===== src/rtl/mixed_precision_alu_scheduler.sv =====
// ---------------------------------------------------------------------------
// mixed_precision_alu_scheduler
//
// Shares one fixed-latency 16-bit ALU among N_REQ requesters. A round-robin
// arbiter picks at most one request per cycle. The winner's operands are
// registered onto the ALU port. A {valid, id, err} tag follows each accepted
// operation through a shift pipeline, so responses come back in acceptance
// order and line up with the ALU's result. A divide by zero is never issued
// to the ALU. Its tag carries err=1 and the response reports 16'hFFFF.
//
// Parameters
//   N_REQ      number of requesters (2..8)
//   ALU_LAT    ALU cycles from operand sample to result
//
// Ports
//   clk, rst                 clock, synchronous active-high reset
//   en                       grant enable; low drains in-flight work
//   req_valid / req_ready    per-requester handshake (ready is one-hot or 0)
//   req_op/req_a/req_b       packed per-requester payload
//                            (op: 00 add, 01 mul, 10 sub, 11 div)
//   alu_op/alu_a/alu_b       registered operands to the shared ALU
//   alu_result               ALU result, ALU_LAT cycles after sampling
//   resp_valid/id/data/err   one-cycle response strobe with payload
//   busy                     work in flight or FSM not idle
// ---------------------------------------------------------------------------
module mixed_precision_alu_scheduler #(
    parameter int N_REQ   = 4,
    parameter int ALU_LAT = 2
) (
    input  logic                      clk,
    input  logic                      rst,
    input  logic                      en,
    input  logic [N_REQ-1:0]          req_valid,
    output logic [N_REQ-1:0]          req_ready,
    input  logic [N_REQ*2-1:0]        req_op,
    input  logic [N_REQ*16-1:0]       req_a,
    input  logic [N_REQ*16-1:0]       req_b,
    output logic [1:0]                alu_op,
    output logic [15:0]               alu_a,
    output logic [15:0]               alu_b,
    input  logic [15:0]               alu_result,
    output logic                      resp_valid,
    output logic [$clog2(N_REQ)-1:0]  resp_id,
    output logic [15:0]               resp_data,
    output logic                      resp_err,
    output logic                      busy
);

    localparam int IDW = $clog2(N_REQ);

    typedef enum logic [1:0] {
        ST_IDLE  = 2'd0,
        ST_ISSUE = 2'd1,
        ST_DRAIN = 2'd2
    } state_t;

    typedef struct packed {
        logic           valid;
        logic [IDW-1:0] id;
        logic           err;
    } tag_t;

    state_t         state_r;
    logic [IDW-1:0] last_grant_r;
    logic [1:0]     alu_op_r;
    logic [15:0]    alu_a_r;
    logic [15:0]    alu_b_r;
    tag_t           issue_tag_r;
    tag_t           tag_pipe_r [ALU_LAT+1];

    logic [1:0]     op_arr_s [N_REQ];
    logic [15:0]    a_arr_s  [N_REQ];
    logic [15:0]    b_arr_s  [N_REQ];

    logic           grant_found_s;
    logic [IDW-1:0] grant_idx_s;
    int             cand_sum_s;
    logic [IDW-1:0] cand_idx_s;
    logic           any_valid_s;
    logic           accept_s;
    logic [1:0]     win_op_s;
    logic [15:0]    win_a_s;
    logic [15:0]    win_b_s;
    logic           div0_s;
    logic [N_REQ-1:0] req_ready_s;
    logic           inflight_next_s;
    logic           busy_s;
    logic           resp_valid_s;
    logic [IDW-1:0] resp_id_s;
    logic [15:0]    resp_data_s;
    logic           resp_err_s;

    // Split the packed request buses into per-requester arrays.
    for (genvar g = 0; g < N_REQ; g++) begin : g_unpack
        assign op_arr_s[g] = req_op[2*g +: 2];
        assign a_arr_s[g]  = req_a[16*g +: 16];
        assign b_arr_s[g]  = req_b[16*g +: 16];
    end

    assign any_valid_s = |req_valid;
    assign win_op_s    = op_arr_s[grant_idx_s];
    assign win_a_s     = a_arr_s[grant_idx_s];
    assign win_b_s     = b_arr_s[grant_idx_s];
    assign div0_s      = (win_op_s == 2'b11) && (win_b_s == 16'd0);

    // Round-robin search: first valid requester after last_grant, wrapping.
    always_comb begin
        grant_found_s = 1'b0;
        grant_idx_s   = '0;
        cand_sum_s    = 0;
        cand_idx_s    = '0;
        for (int k = 1; k <= N_REQ; k++) begin
            cand_sum_s = int'(last_grant_r) + k;
            if (cand_sum_s >= N_REQ) begin
                cand_sum_s = cand_sum_s - N_REQ;
            end else begin
                cand_sum_s = cand_sum_s;
            end
            cand_idx_s = cand_sum_s[IDW-1:0];
            if (!grant_found_s && req_valid[cand_idx_s]) begin
                grant_found_s = 1'b1;
                grant_idx_s   = cand_idx_s;
            end else begin
                grant_found_s = grant_found_s;
            end
        end
    end

    // Only the ISSUE state with enable may hand out the one-hot grant.
    assign accept_s = (state_r == ST_ISSUE) && en && grant_found_s;

    // One-hot ready for the arbitration winner.
    always_comb begin
        req_ready_s = '0;
        if (accept_s) begin
            req_ready_s[grant_idx_s] = 1'b1;
        end else begin
            req_ready_s = '0;
        end
    end

    // Work that will still be in flight after the coming edge. The last
    // tag stage is excluded because it retires this cycle. This lets the FSM
    // reach IDLE on the same edge the final response retires.
    always_comb begin
        inflight_next_s = issue_tag_r.valid;
        for (int j = 0; j < ALU_LAT; j++) begin
            inflight_next_s = inflight_next_s | tag_pipe_r[j].valid;
        end
        busy_s = inflight_next_s | tag_pipe_r[ALU_LAT].valid | (state_r != ST_IDLE);
    end

    // Response decode from the oldest tag; payload forced to zero when idle.
    always_comb begin
        resp_valid_s = tag_pipe_r[ALU_LAT].valid;
        resp_id_s    = '0;
        resp_data_s  = 16'd0;
        resp_err_s   = 1'b0;
        if (tag_pipe_r[ALU_LAT].valid) begin
            resp_id_s   = tag_pipe_r[ALU_LAT].id;
            resp_err_s  = tag_pipe_r[ALU_LAT].err;
            resp_data_s = tag_pipe_r[ALU_LAT].err ? 16'hFFFF : alu_result;
        end else begin
            resp_id_s   = '0;
            resp_err_s  = 1'b0;
            resp_data_s = 16'd0;
        end
    end

    // Scheduler FSM: IDLE -> ISSUE on demand, DRAIN when disabled or empty.
    always_ff @(posedge clk) begin
        if (rst) begin
            state_r <= ST_IDLE;
        end else begin
            case (state_r)
                ST_IDLE: begin
                    if (en && any_valid_s) state_r <= ST_ISSUE;
                    else                   state_r <= ST_IDLE;
                end
                ST_ISSUE: begin
                    if (!en)                                  state_r <= ST_DRAIN;
                    else if (!any_valid_s && !inflight_next_s) state_r <= ST_DRAIN;
                    else                                      state_r <= ST_ISSUE;
                end
                ST_DRAIN: begin
                    if (en && any_valid_s)   state_r <= ST_ISSUE;
                    else if (!inflight_next_s) state_r <= ST_IDLE;
                    else                     state_r <= ST_DRAIN;
                end
                default: state_r <= ST_IDLE;
            endcase
        end
    end

    // Grant pointer, ALU operand registers and the tag shift pipeline.
    always_ff @(posedge clk) begin
        if (rst) begin
            last_grant_r <= IDW'(N_REQ - 1);
            alu_op_r     <= 2'b00;
            alu_a_r      <= 16'd0;
            alu_b_r      <= 16'd0;
            issue_tag_r  <= '0;
            for (int j = 0; j <= ALU_LAT; j++) begin
                tag_pipe_r[j] <= '0;
            end
        end else begin
            if (accept_s) begin
                last_grant_r <= grant_idx_s;
            end else begin
                last_grant_r <= last_grant_r;
            end
            // A divide by zero keeps the ALU port quiet; the tag still travels.
            if (accept_s && !div0_s) begin
                alu_op_r <= win_op_s;
                alu_a_r  <= win_a_s;
                alu_b_r  <= win_b_s;
            end else begin
                alu_op_r <= 2'b00;
                alu_a_r  <= 16'd0;
                alu_b_r  <= 16'd0;
            end
            issue_tag_r.valid <= accept_s;
            issue_tag_r.id    <= accept_s ? grant_idx_s : '0;
            issue_tag_r.err   <= accept_s & div0_s;
            tag_pipe_r[0]     <= issue_tag_r;
            for (int j = 1; j <= ALU_LAT; j++) begin
                tag_pipe_r[j] <= tag_pipe_r[j-1];
            end
        end
    end

    assign req_ready  = req_ready_s;
    assign alu_op     = alu_op_r;
    assign alu_a      = alu_a_r;
    assign alu_b      = alu_b_r;
    assign resp_valid = resp_valid_s;
    assign resp_id    = resp_id_s;
    assign resp_data  = resp_data_s;
    assign resp_err   = resp_err_s;
    assign busy       = busy_s;

endmodule


===== config.mk =====
export PLATFORM = sky130hd
export DESIGN_NAME = mixed_precision_alu_scheduler
export DESIGN_NICKNAME = d
export VERILOG_FILES = /design/src/rtl/mixed_precision_alu_scheduler.sv
export SDC_FILE = /design/constraint.sdc
export NUM_CORES = 1
export LEC_CHECK = 0
export ABC_AREA = 1
export BUFFER_PORTS_ARGS = -buffer_cell sky130_fd_sc_hd__clkbuf_2
export CAP_MARGIN = 10
export CORE_UTILIZATION = 35
export DETAILED_ROUTE_END_ITERATION = 7
export GPL_TIMING_DRIVEN = 0
export PLACE_DENSITY = 0.71
export SLEW_MARGIN = 20
export SYNTH_ARGS = -nofsm -noshare
export SYNTH_HDL_FRONTEND = slang
export SYNTH_SLANG_ARGS = --single-unit
export TNS_END_PERCENT = 1

===== constraint.sdc =====
create_clock -name clk -period 2.4 [get_ports clk]
set_input_delay 0.48 -clock clk [delete_from_list [all_inputs] [get_ports clk]]
set_output_delay 0.48 -clock clk [all_outputs]
set_load 0.03 [all_outputs]

After elaboration in Yosys (flattened, before gate mapping)
Memories as Yosys holds them, arrays and structs flattened.
Cells that the tools add are included.
{ "totals": {"wordCells": 112, "n_memories": 1, "in_bits": 159, "out_inout_bits": 59, "romBits": 0, "latchBits": 0, "ramBits": 12, "regBits": 42} }
{ "memory_table": {"columns": ["memory", "words", "width", "read_ports", "rd_ports_with_merged_regs", "write_ports", "line_no", "text"], "rows": [
  ["tag_pipe_r", 3, 4, 3, 0, 3, "69", "tag_t tag_pipe_r [ALU_LAT+1];"]
]} }
{ "classes": {"multipliers": 0, "muxes": 48, "order_cmp": 11, "n_eq_ne": 3, "shift": 0, "reduce_logical": 22, "div_mod_pow": 0, "n_bitwise": 11, "addsub": 8} }
{ "op_table": {"columns": ["operator", "count"], "rows": [
  ["$mux W16", 6],
  ["$bmux W16 S2", 2],
  ["$mux W2", 15],
  ["$logic_not A16 Y1", 1],
  ["$mux W4", 4],
  ["$lt A2 B3 Y1 const B", 5],
  ["$mux W1", 14],
  ["$ge A3 B3 Y1 const B", 4],
  ["$logic_and A1 B1 Y1", 10],
  ["$bmux W1 S2", 4],
  ["$sub A2 B1 Y2 const B", 4],
  ["$or A1 B1 Y1", 7],
  ["$add A2 B2 Y3 const B", 2],
  ["$logic_not A1 Y1", 6],
  ["$pmux W2 S3", 1],
  ["$add A2 B3 Y4 const B", 1],
  ["$bmux W2 S2", 1],
  ["$eq A2 B2 Y1 const B", 2],
  ["$ge A4 B3 Y1 const B", 1],
  ["$reduce_or A2 Y1", 2],
  ["$reduce_or A4 Y1", 1],
  ["$add A2 B1 Y3 const B", 1],
  ["$not A2 Y3", 1],
  ["$demux W1 S2", 1],
  ["6 further kinds", 7]
]} }

Longest topological paths before layout
Gate-level depths: netlist of run 1.
{ "logic_depth": {"depth_word": 25, "mapped_depth": 21, "depth_no_buf": 18} }

Worst setup path after synthesis of run 1
OpenSTA, ideal clock, no wires.
{ "synth_path": {"path_kind": "register -> output", "start": "register last_grant_r[0]", "end": "output port req_ready[0]", "arrival_time_ps": 2220, "n_path_buf": 3, "required_ps": 1920, "path_stages_with_launch": 13, "slack_ps": -300, "path_cell_list": "dfxtp_1 buf_6 inv_4 nand2_1 nand3_1 nand2_1 nand2_1 nand3_4 nand3_4 inv_2 clkbuf_1 clkbuf_1 nor3_1"} }
{ "synth_between": {"elab_chain_len": 20, "elab_cells_between_ends": 45, "cone_classes": "add/sub: 8; order compare: 6; mux: 23; reduce/logical: 8"} }
{ "synth_rtl": {"columns": ["item", "line_no", "text"], "rows": [
  ["start, declared", "64", "logic [IDW-1:0] last_grant_r;"],
  ["start signal, assigned", "198", "last_grant_r <= IDW'(N_REQ - 1);"],
  ["start signal, assigned", "208", "last_grant_r <= grant_idx_s;"],
  ["start signal, assigned", "210", "last_grant_r <= last_grant_r;"],
  ["$add A2 B1 Y3", "113", "cand_sum_s = int'(last_grant_r) + k;"],
  ["$ge A3 B3 Y1 or $sub A2 B1 Y2 (tied branches)", "114, 115", null],
  ["$mux W2", "114", "if (cand_sum_s >= N_REQ) begin"],
  ["$bmux W1 S2", "120", "if (!grant_found_s && req_valid[cand_idx_s]) begin"],
  ["$mux W1 (not written as such)", "120", null],
  ["$mux W1", "120", null],
  ["$logic_not A1 Y1", "120", null],
  ["$logic_and A1 B1 Y1", "120", null],
  ["(+4 left out)", null, null],
  ["$logic_not A1 Y1", "120", null],
  ["$logic_and A1 B1 Y1", "120", null],
  ["$mux W2", "120", null],
  ["$lt A2 B3 Y1 (not written as such) or $ge A2 B1 Y1 (tied branches)", "136", "req_ready_s[grant_idx_s] = 1'b1;"],
  ["$logic_and A1 B1 Y1 (not written as such)", "136", null],
  ["$mux W1 (not written as such)", "136", null],
  ["$demux W1 S2", "136", null],
  ["$mux W4 *", "135", "if (accept_s) begin"],
  ["end, declared", "34", "output logic [N_REQ-1:0] req_ready,"]
]} }
Mark *: on every way between the ends. The rest lies on a longest branch, timed or not. The select of a mux whose other input is x is not followed.

Final worst setup path of run 1
{ "layout_path": {"start": "register last_grant_r[0]", "end": "output port req_ready[1]"} }
The elaborated chain is that of the path after synthesis.

==> results of run 1 <==
## registers in the layout, indices dropped and copies added (netlist names)
| signal | cells |
|---|---|
| alu_a | 16 |
| alu_b | 16 |
| tag_pipe_r | 12 |
| issue_tag_r | 4 |
| alu_op | 2 |
| last_grant_r | 2 |
| state_r | 2 |
## layer usage
metal,global-route usage,share of wire,wire (microns)
met4,0.0424,0.0092,104
met3,0.0490,0.066,739
met1,0.232,0.42,4770
met5,0,0,0
met2,0.380,0.50,5640
## layout make-up
type                    count  area (sq um)
plain buffers              30           293
clock buffers               6          82.6
clock inverters             2          12.5
fillers                   907          3860
inverters                 107           417
multi-input cells         382          2030
flip-flops and latches     54          1090
well taps                 129           161
repair buffers            246          1460
repair inverters            1          8.76
## Yosys cell counts, types with 4 or more instances
library cell  instances
a21oi_1               4
nor2_1               96
inv_1               102
clkbuf_1             12
nand4_1              25
nor3_1                4
nand3_1              40
o21ai_0              33
nand2_1             147
buf_4                 5
buf_2                 8
mux2i_1              16
buf_6                 6
inv_2                 4
dfxtp_1              54
## through the flow
step	setup slack [ns]	setup TNS, ns	cell area, sq um	power, W
2_1_floorplan	-0.0377	-0.0733	3520	0.00168
3_3_place_gp	-0.653	-12.68	4760	0.00201
3_5_place_dp	-0.634	-12.21	4760	0.00201
4_1_cts	-0.260	-7.38	5130	0.00263
5_1_grt	-0.387	-14.13	5560	0.00302
6_report	-0.248	-6.72	5560	0.00282
## final timing paths
check | start | to | slack (ns) | cells past startpoint
max | last_grant_r[0] | req_ready[1] | -0.25 | 16
min | tag_pipe_r[0][6] | tag_pipe_r[0][10] | 0.40 | 2
max reg2reg | last_grant_r[0] | alu_a[15] | -0.20 | 21
min reg2reg | tag_pipe_r[0][6] | tag_pipe_r[0][10] | 0.40 | 2
## critical path, cell delays in order, from the launching register on
cell and delay [ns]:
dfxtp_2 0.36, buf_8 0.15, clkinv_8 0.08, nand2_2 0.08, nand2_4 0.07, nand2_2 0.07
nand2_2 0.07, nand2_4 0.08, nand2_2 0.07, nand2_4 0.07, nand3_4 0.12, inv_2 0.10
buf_8 0.11, clkbuf_16 0.15, nand2_4 0.05, nor2_4 0.12, buf_8 0.13
## kinds of logic after synthesis
family | share of synthesized area
muxes | 0.0462
AOI/OAI and AO/OA | 0.0732
DFF | 0.312
and+or+nand+nor | 0.398
buffers and inverters | 0.171
## report_power, final
part	internal, W	leakage (nW)	switching (W)
Sequential	0.000917	0.436	0.00000973
Combinational	0.000627	2.84	0.000747
Clock	0.000233	0.0472	0.000289
## timing repair
item | 4_1_cts | 5_1_grt
buffers inserted | 15 | 8
pin swaps | 14 | 24
setup endpoints to repair | 40 | 39
gates resized for setup | 41 | 74
hold endpoints to repair | 0 | 0
cloned | 1 | 7
==> results.md, run 1 <==
* Placed cell count at 919
* Syn avg cell area at about 6.0 sq um
* Hold buffer count at cts at 0
* Worst EP arrival at 2.17 ns
* Drt total wl at between 10,000 and 15,000 microns
* Ys Warns at 0
* Maximum fanout along the worst path at 6
* Seq/Total Area, Yosys at 0.312
* I/O Buffers at approximately 220
* Synth Flop Type: dfxtp_1
* Crit end category: output port
* Fin Hold WS at around 0.40 ns
* Nets at ~990
* Hold Crit Class: reg2reg
* Synth Instances at ~570
* Detailed Routing Iterations Pass 1 at 4
* Fraction of registers with async set/reset at 0
* Slew headroom at 0.707
* Lkg Pwr at 3.33 nW
* CP required at approximately 1.9 ns
* Final setup fails at 38
* Post-route DRC at 0
* Die area at ~10,000 sq um
* Max Fclk at 378 MHz
* Routed via count at 4,274
* Vias/cell at roughly 4.5
* Final HPWL DP at 8440 microns
* Clock tree buffer depth at 2
* GPL Wtd Cong at 0.865
* Final worst path period need at approximately 2.6 ns
* # clock sinks at 54
* Cts bufs inserted at 5
* Diode count at 0
* Status: finished, violations left
* Routed Antenna Nets at 0
* PD cells at 508 nW/um^2
* Die W at around 100 microns
* FP Rows at 35
* Commonest non-fill, non-tap cells in the layout: clkbuf_2, nand2_1, inv_1
* Commonest non-fill, non-tap cell in the layout: clkbuf_2
* Largest net degree at the start of global routing at 17
* Synth Register Bits at 54
* Largest area contributor in the netlist: dfxtp_1
* Number of top-level pins at 218
* Synth top area cells: dfxtp_1, nand2_1, inv_1
* CP Class: reg2out
* Core ar. at roughly 9400 sq um
* Remaining Overflow, GRT at 0
* Synthesized area at 3470 sq um
* Setup Skew at around 0.0071 ns
* Fin crit share at 1.10
* Clk root buf: clkbuf_8
* All-layer global routing usage at 0.203
* Htree depth at 2
* Fin. Hold Viols at 0
* Antenna violations before repair at 0
* Max cap viols at 0
* Worst-Skew Late Latency at 0.30 ns
* Final core occ at 0.590
* CTS tree: done
* EDFF count, synth at 0
* Initial Util at 0.369
* DRT iter0 DRCs at just over 100
* Layout area overhead at 60.1%
* Worst-Margin Slew at 0.436 ns
* Clk slew on worst S/H paths at around 0.1 ns
* First-pass GRT wire length at 16,500 microns
* Final worst setup slack at -0.248 ns
* Slew Limit Fails at 0
* Failing checks: setup timing
* Post-synth cell types at 26
* Fin cells at around 960
* WL/cell at ~12 microns
* Syn nets at approximately 730
* Top-area cell type share of the netlist area at 0.312
* Layout cells sized above 1 at 0.412
* RSZ-0062 raised after global routing: yes
* Maximum VDD drop at about 0.27 mV
* Number of global-route vias before repair at 3,763
* Startpoint Class: flop
* Die H at about 100 microns
Note: power is estimated with default switching activity, not from simulation.
==> run 2, diff against run 1 <==
--- a/config.mk
+++ b/config.mk
@@ -8,10 +8,10 @@
 export ABC_AREA = 1
 export BUFFER_PORTS_ARGS = -buffer_cell sky130_fd_sc_hd__clkbuf_2
 export CAP_MARGIN = 10
-export CORE_UTILIZATION = 35
+export CORE_UTILIZATION = 30
 export DETAILED_ROUTE_END_ITERATION = 7
 export GPL_TIMING_DRIVEN = 0
-export PLACE_DENSITY = 0.71
+export PLACE_DENSITY = 0.63
 export SLEW_MARGIN = 20
 export SYNTH_ARGS = -nofsm -noshare
 export SYNTH_HDL_FRONTEND = slang
==> results.md, run 2 (synthesis gave the netlist of run 1 again) <==
* Max cap viols at 0
* Failing checks: setup timing
* Die area at between 10,000 and 15,000 sq um
* Top delay family on crit path: simple AND/OR/NAND/NOR gates
* Detailed Routing Iterations Pass 1 at 4
* # clock sinks at 54
* Htree depth at 2
* Layout area overhead at 70.6%
* R2R Setup Slk at -0.18 ns
* Startpoint Class: flop
* Nets at a little under 1,000
* Fin crit share at 1.08
* CP Class: reg2out
* Clock tree buffer depth at 2
* FP Rows at 38
* Power after layout at 0.00338 W
* Hold path depth at 2
* Status: finished, violations left
* Core ar. at 11,000 sq um
* DRT iter0 DRCs at roughly 160
* Antenna violations before repair at 0
* Fillers at roughly 1,100
* CTS tree: done
* GPL Wtd Cong at 0.825
* Commonest non-fill, non-tap cells in the layout: clkbuf_2, nand2_1, inv_1
* PD cells at around 570 nW/um^2
* CP bufs+invs at 4
* All-layer global routing usage at 0.181
* First-pass GRT wire length at between 15,000 and 20,000 microns
* Final HPWL DP at 8480 microns
* Hold Crit Start: tag_pipe_r[0][5]
* Commonest non-fill, non-tap cell in the layout: clkbuf_2
* CP required at ~1.9 ns
* R2r worst-path depth at 21
* Worst R2R Start: last_grant_r[0]
* CP cell instances: buf_8 > clkinv_8 > nand2_4 > nand2_4 > nand2_4 > nand2_4 > a21oi_2 > nand2_2 > a21oi_4 > buf_8 > nand2_4 > nor2_4 > buf_8
* Placed cell count at 930
* Number of top-level pins at 218
* Largest net degree at the start of global routing at 17
* Worst path most repeated cell: nand2_4
* Worst-Margin Slew at 0.457 ns
* Die W at between 100 and 150 microns
* Number of global-route vias before repair at between 3,000 and 4,000
* Lkg Pwr at approximately 3.4 nW
* Drt total wl at 11,900 microns
* Clk root buf: clkbuf_16
* Place WS at -0.661 ns
* Diode count at 0
* Final setup fails at 39
* Initial Util at 0.315
* Routed via count at 4,303
* Hold path endpoint: tag_pipe_r[0][9]
* Worst EP arrival at 2.12 ns
* RSZ-0062 raised after global routing: yes
* Final core occ at 0.537
* Routed Antenna Nets at 0
* Layout cells sized above 1 at 0.438
* CP max-delay cell: dfxtp_2
* Die H at around 110 microns
* Slowest stage delay, CP at about 0.35 ns
* Final worst path period need at 2.60 ns
* Post-route DRC at 0
* RR Endpoint: alu_b[10]
* Hold Crit Class: reg2reg
* Slew headroom at 0.695
* Hold buffer count at cts at 0
* Worst-Skew Late Latency at around 0.29 ns
* Vias/cell at between 4 and 5
* TNS Setup at -6.46 ns
* WL/cell at 12.2 microns
* I/O Buffers at around 220
* Clk slew on worst S/H paths at 0.07 ns
* Fin. Hold Viols at 0
* Crit end category: output port
* Remaining Overflow, GRT at 0
* Fin cells at roughly 970
* Max Fclk at about 380 MHz
* Slew Limit Fails at 0
* Cts bufs inserted at 5
* Setup Skew at 0.00502 ns
* Final worst setup slack at -0.201 ns
* Maximum fanout along the worst path at 6
* Maximum VDD drop at 0.359 mV
## run 2: cell types whose count changed in the layout (fill, tap and decap cells not counted), moves of 3 or more
cell	change
nand2_2	+6
clkbuf_8	-5
nand3_4	+5
nor2_1	-3
nand2_8	+3
nand2_1	-10
nand3_1	-4
clkbuf_16	+6
## run 2: stage by stage
| stage | area, sq um | hold WS, ns |
|---|---|---|
| after floorplan | 3520 | 0.388 |
| after global placement | 4770 | 0.390 |
| after CTS | 5280 | 0.401 |
| final | 5920 | 0.401 |
| after global routing | 5920 | 0.415 |
| after detailed placement | 4770 | 0.394 |
## run 2: power by group
group	internal, W	switching (W)	total (W)
Sequential	0.000918	0.0000110	0.000929
Clock	0.000626	0.000319	0.000945
Combinational	0.000693	0.000812	0.00150
Total	0.00224	0.00114	0.00338
## run 2: timing repair
action,in CTS,in global routing
resized for setup,45,107
cloned,1,10
endpoints found under the hold margin,0,0
pin swaps,15,45
buffers inserted,17,10
endpoints found under the setup margin,40,39
## run 2: worst max-delay path by stage
stage,cells past startpoint,start,to
global route,19,last_grant_r[0],alu_a[1]
detailed placement,14,req_valid[1],req_ready[1]
CTS,15,last_grant_r[0],req_ready[0]
floorplan,14,last_grant_r[0],req_ready[1]
global placement,14,req_valid[1],req_ready[1]
finish,13,last_grant_r[0],req_ready[2]
## run 2: tightest hold or removal path, cell delays in order (launching register included)
cell,delay [ns]
dfxtp_1,0.30
inv_1,0.04
nor2_1,0.03
## run 2: cell type report
class                           count  area, sq um  share of cell area
Clock inverter                      2         60.1              0.0101
Multi-Input combinational cell    383         2190               0.371
Buffer                             29          268              0.0452
Tap cell                          140          175              0.0296
Inverter                          107          422              0.0712
Timing Repair Buffer              252         1570               0.265
Sequential cell                    54         1090               0.184
Clock buffer                        6          139              0.0235
Timing Repair inverter              1         6.26             0.00106
## run 2: layer usage
metal  share of wire  track usage  vias up
met5               0            0        -
met4          0.0065       0.0324        0
met3           0.061       0.0338        5
met2            0.50        0.336      141
met1            0.43        0.218     1880
li1                -            -     2277
==> run 3, diff against run 2 <==
==> constraint.sdc (replaced) <==
create_clock -name clk -period 2.4 [get_ports clk]
set_input_delay 0.48 -clock clk [delete_from_list [all_inputs] [get_ports clk]]
set_output_delay 0.48 -clock clk [all_outputs]
set_load 0.1 [all_outputs]
==> results.md, run 3 (synthesis gave the netlist of run 1 again) <==
* Lkg Pwr at roughly 3.4 nW
* Crit end category: output port
* Slew Limit Fails at 0
* Remaining Overflow, GRT at 0
* CTS tree: done
* Worst-Skew Late Latency at about 0.3 ns
* GPL Wtd Cong at 0.826
* Layout area overhead at 70.1%
* Cts bufs inserted at 5
* Htree depth at 2
* Core ar. at approximately 11,000 sq um
* P_sw at around 0.0013 W
* Startpoint Class: flop
* Worst R2R Start: last_grant_r[0]
* Critical path origin: last_grant_r[0]
* R2R Setup Slk at -0.23 ns
* Slew headroom at 0.623
* CP Class: reg2out
* # clock sinks at 54
* Worst-Margin Slew at between 0.5 and 0.6 ns
* Drt total wl at about 12,000 microns
* I/O Buffers at roughly 220
* Hold Crit Class: reg2reg
* Number of global-route vias before repair at 3,818
* PD cells at about 550 nW/um^2
* Seq pwr share at 0.284
* Die area at 12,000 sq um
* Routed Antenna Nets at 0
* Clk slew on worst S/H paths at 0.08 ns
* Detailed Routing Iterations Pass 1 at 4
* Max cap viols at 0
* First-pass GRT wire length at between 15,000 and 20,000 microns
* Antenna violations before repair at 0
* Final HPWL DP at between 8000 and 9000 microns
* Vias/cell at 4.43
* Failing checks: setup timing
* RSZ-0062 raised after global routing: yes
* Final setup fails at 39
* Setup Skew at ~0.010 ns
* Fillers at 1,127
* Die H at about 110 microns
* Number of top-level pins at ~220
* Commonest non-fill, non-tap cell in the layout: clkbuf_2
* Commonest non-fill, non-tap cells in the layout: clkbuf_2, nand2_1, inv_1
* Switching Share at 0.389
* Diode count at 0
* CP required at roughly 1.9 ns
* Power after layout at 0.00326 W
* Initial Util at 0.315
* FP Rows at 38
* Maximum VDD drop at 0.308 mV
* WL/cell at approximately 12 microns
* Largest net degree at the start of global routing at 20
* DRT iter0 DRCs at roughly 140
* Fin. Hold Viols at 0
* Comb pwr share at 0.483
* Maximum fanout along the worst path at 5
* Clock share of power at 0.233
* Post-route DRC at 0
* R2r worst-path depth at 20
* Clk root buf: clkbuf_16
* All-layer global routing usage at 0.182
* Die W at ~110 microns
* Layout cells sized above 1 at 0.431
* Status: finished, violations left
* Internal power at between 0.0015 and 0.002 W
* Final worst setup slack at -0.268 ns
* End of the critical path: req_ready[3]
* Nets at 990
* Worst EP arrival at roughly 2.2 ns
* Fin crit share at 1.11
* RR Endpoint: alu_b[13]
* Routed via count at 4,305
* Clock tree buffer depth at 2
* Place WS at -0.816 ns
* Final worst path period need at roughly 2.7 ns
* Max Fclk at between 300 and 400 MHz
[run 3: layout make-up]
type | count | area (sq um) | area share
flip-flops and latches | 54 | 1090 | 0.185
clock buffers | 5 | 125 | 0.0212
well taps | 140 | 175 | 0.0297
plain buffers | 28 | 300 | 0.0509
inverters | 107 | 424 | 0.0719
clock inverters | 3 | 28.8 | 0.00487
multi-input cells | 382 | 2110 | 0.358
repair buffers | 253 | 1650 | 0.279
[run 3: power by group through the flow]
stage / Clock [W] / Combinational (W) / Sequential (W)
global route: 0.000810 / 0.00173 / 0.000931
detailed placement: 0 / 0.00120 / 0.000948
global placement: 0 / 0.00120 / 0.000948
finish: 0.000759 / 0.00158 / 0.000928
CTS: 0.000774 / 0.00133 / 0.000928
floorplan: 0 / 0.000752 / 0.00107
[run 3: metal layers]
metal | track usage | share of wire
met1 | 0.213 | 0.41
met5 | 0 | 0
met4 | 0.0343 | 0.0089
met3 | 0.0344 | 0.071
met2 | 0.345 | 0.51
[run 3: worst min path at each step]
stage,from,end,depth (start not counted)
3_3_place_gp,tag_pipe_r[0][4],tag_pipe_r[0][8],2
5_1_grt,issue_tag_r[1],tag_pipe_r[0][1],2
4_1_cts,issue_tag_r[1],tag_pipe_r[0][1],2
6_report,issue_tag_r[1],tag_pipe_r[0][1],2
2_1_floorplan,issue_tag_r[0],tag_pipe_r[0][0],2
3_5_place_dp,tag_pipe_r[0][6],tag_pipe_r[0][10],2
[run 3: critical path: stages (launching register included)]
cell	delay, ns
dfxtp_4	0.36
buf_12	0.12
buf_16	0.12
nand2_2	0.07
nand2_4	0.07
nand2_4	0.08
nand2_4	0.07
a21oi_2	0.15
nand2_2	0.10
a21oi_4	0.19
clkbuf_16	0.19
nand2_8	0.06
nor2_4	0.11
clkbuf_16	0.21
[run 3: per-stage QoR]
step | instances | hold WS (ns) | setup TNS (ns) | utilization | instance area, sq um
floorplan | 574 | 0.388 | -1.58 | - | 3570
global placement | 930 | 0.390 | -15.50 | 0.438 | 4830
detailed placement | 930 | 0.392 | -16.73 | 0.438 | 4830
CTS | 955 | 0.399 | -7.97 | 0.487 | 5370
global route | 972 | 0.404 | -13.56 | 0.535 | 5900
finish | 972 | 0.394 | -8.18 | 0.535 | 5900
[run 3: timing repair]
item	CTS	global route
hold buffers	0	0
cloned	1	7
setup buffers	17	12
gates resized for setup	61	86
endpoints found under the setup margin	48	46
pin swaps	21	41
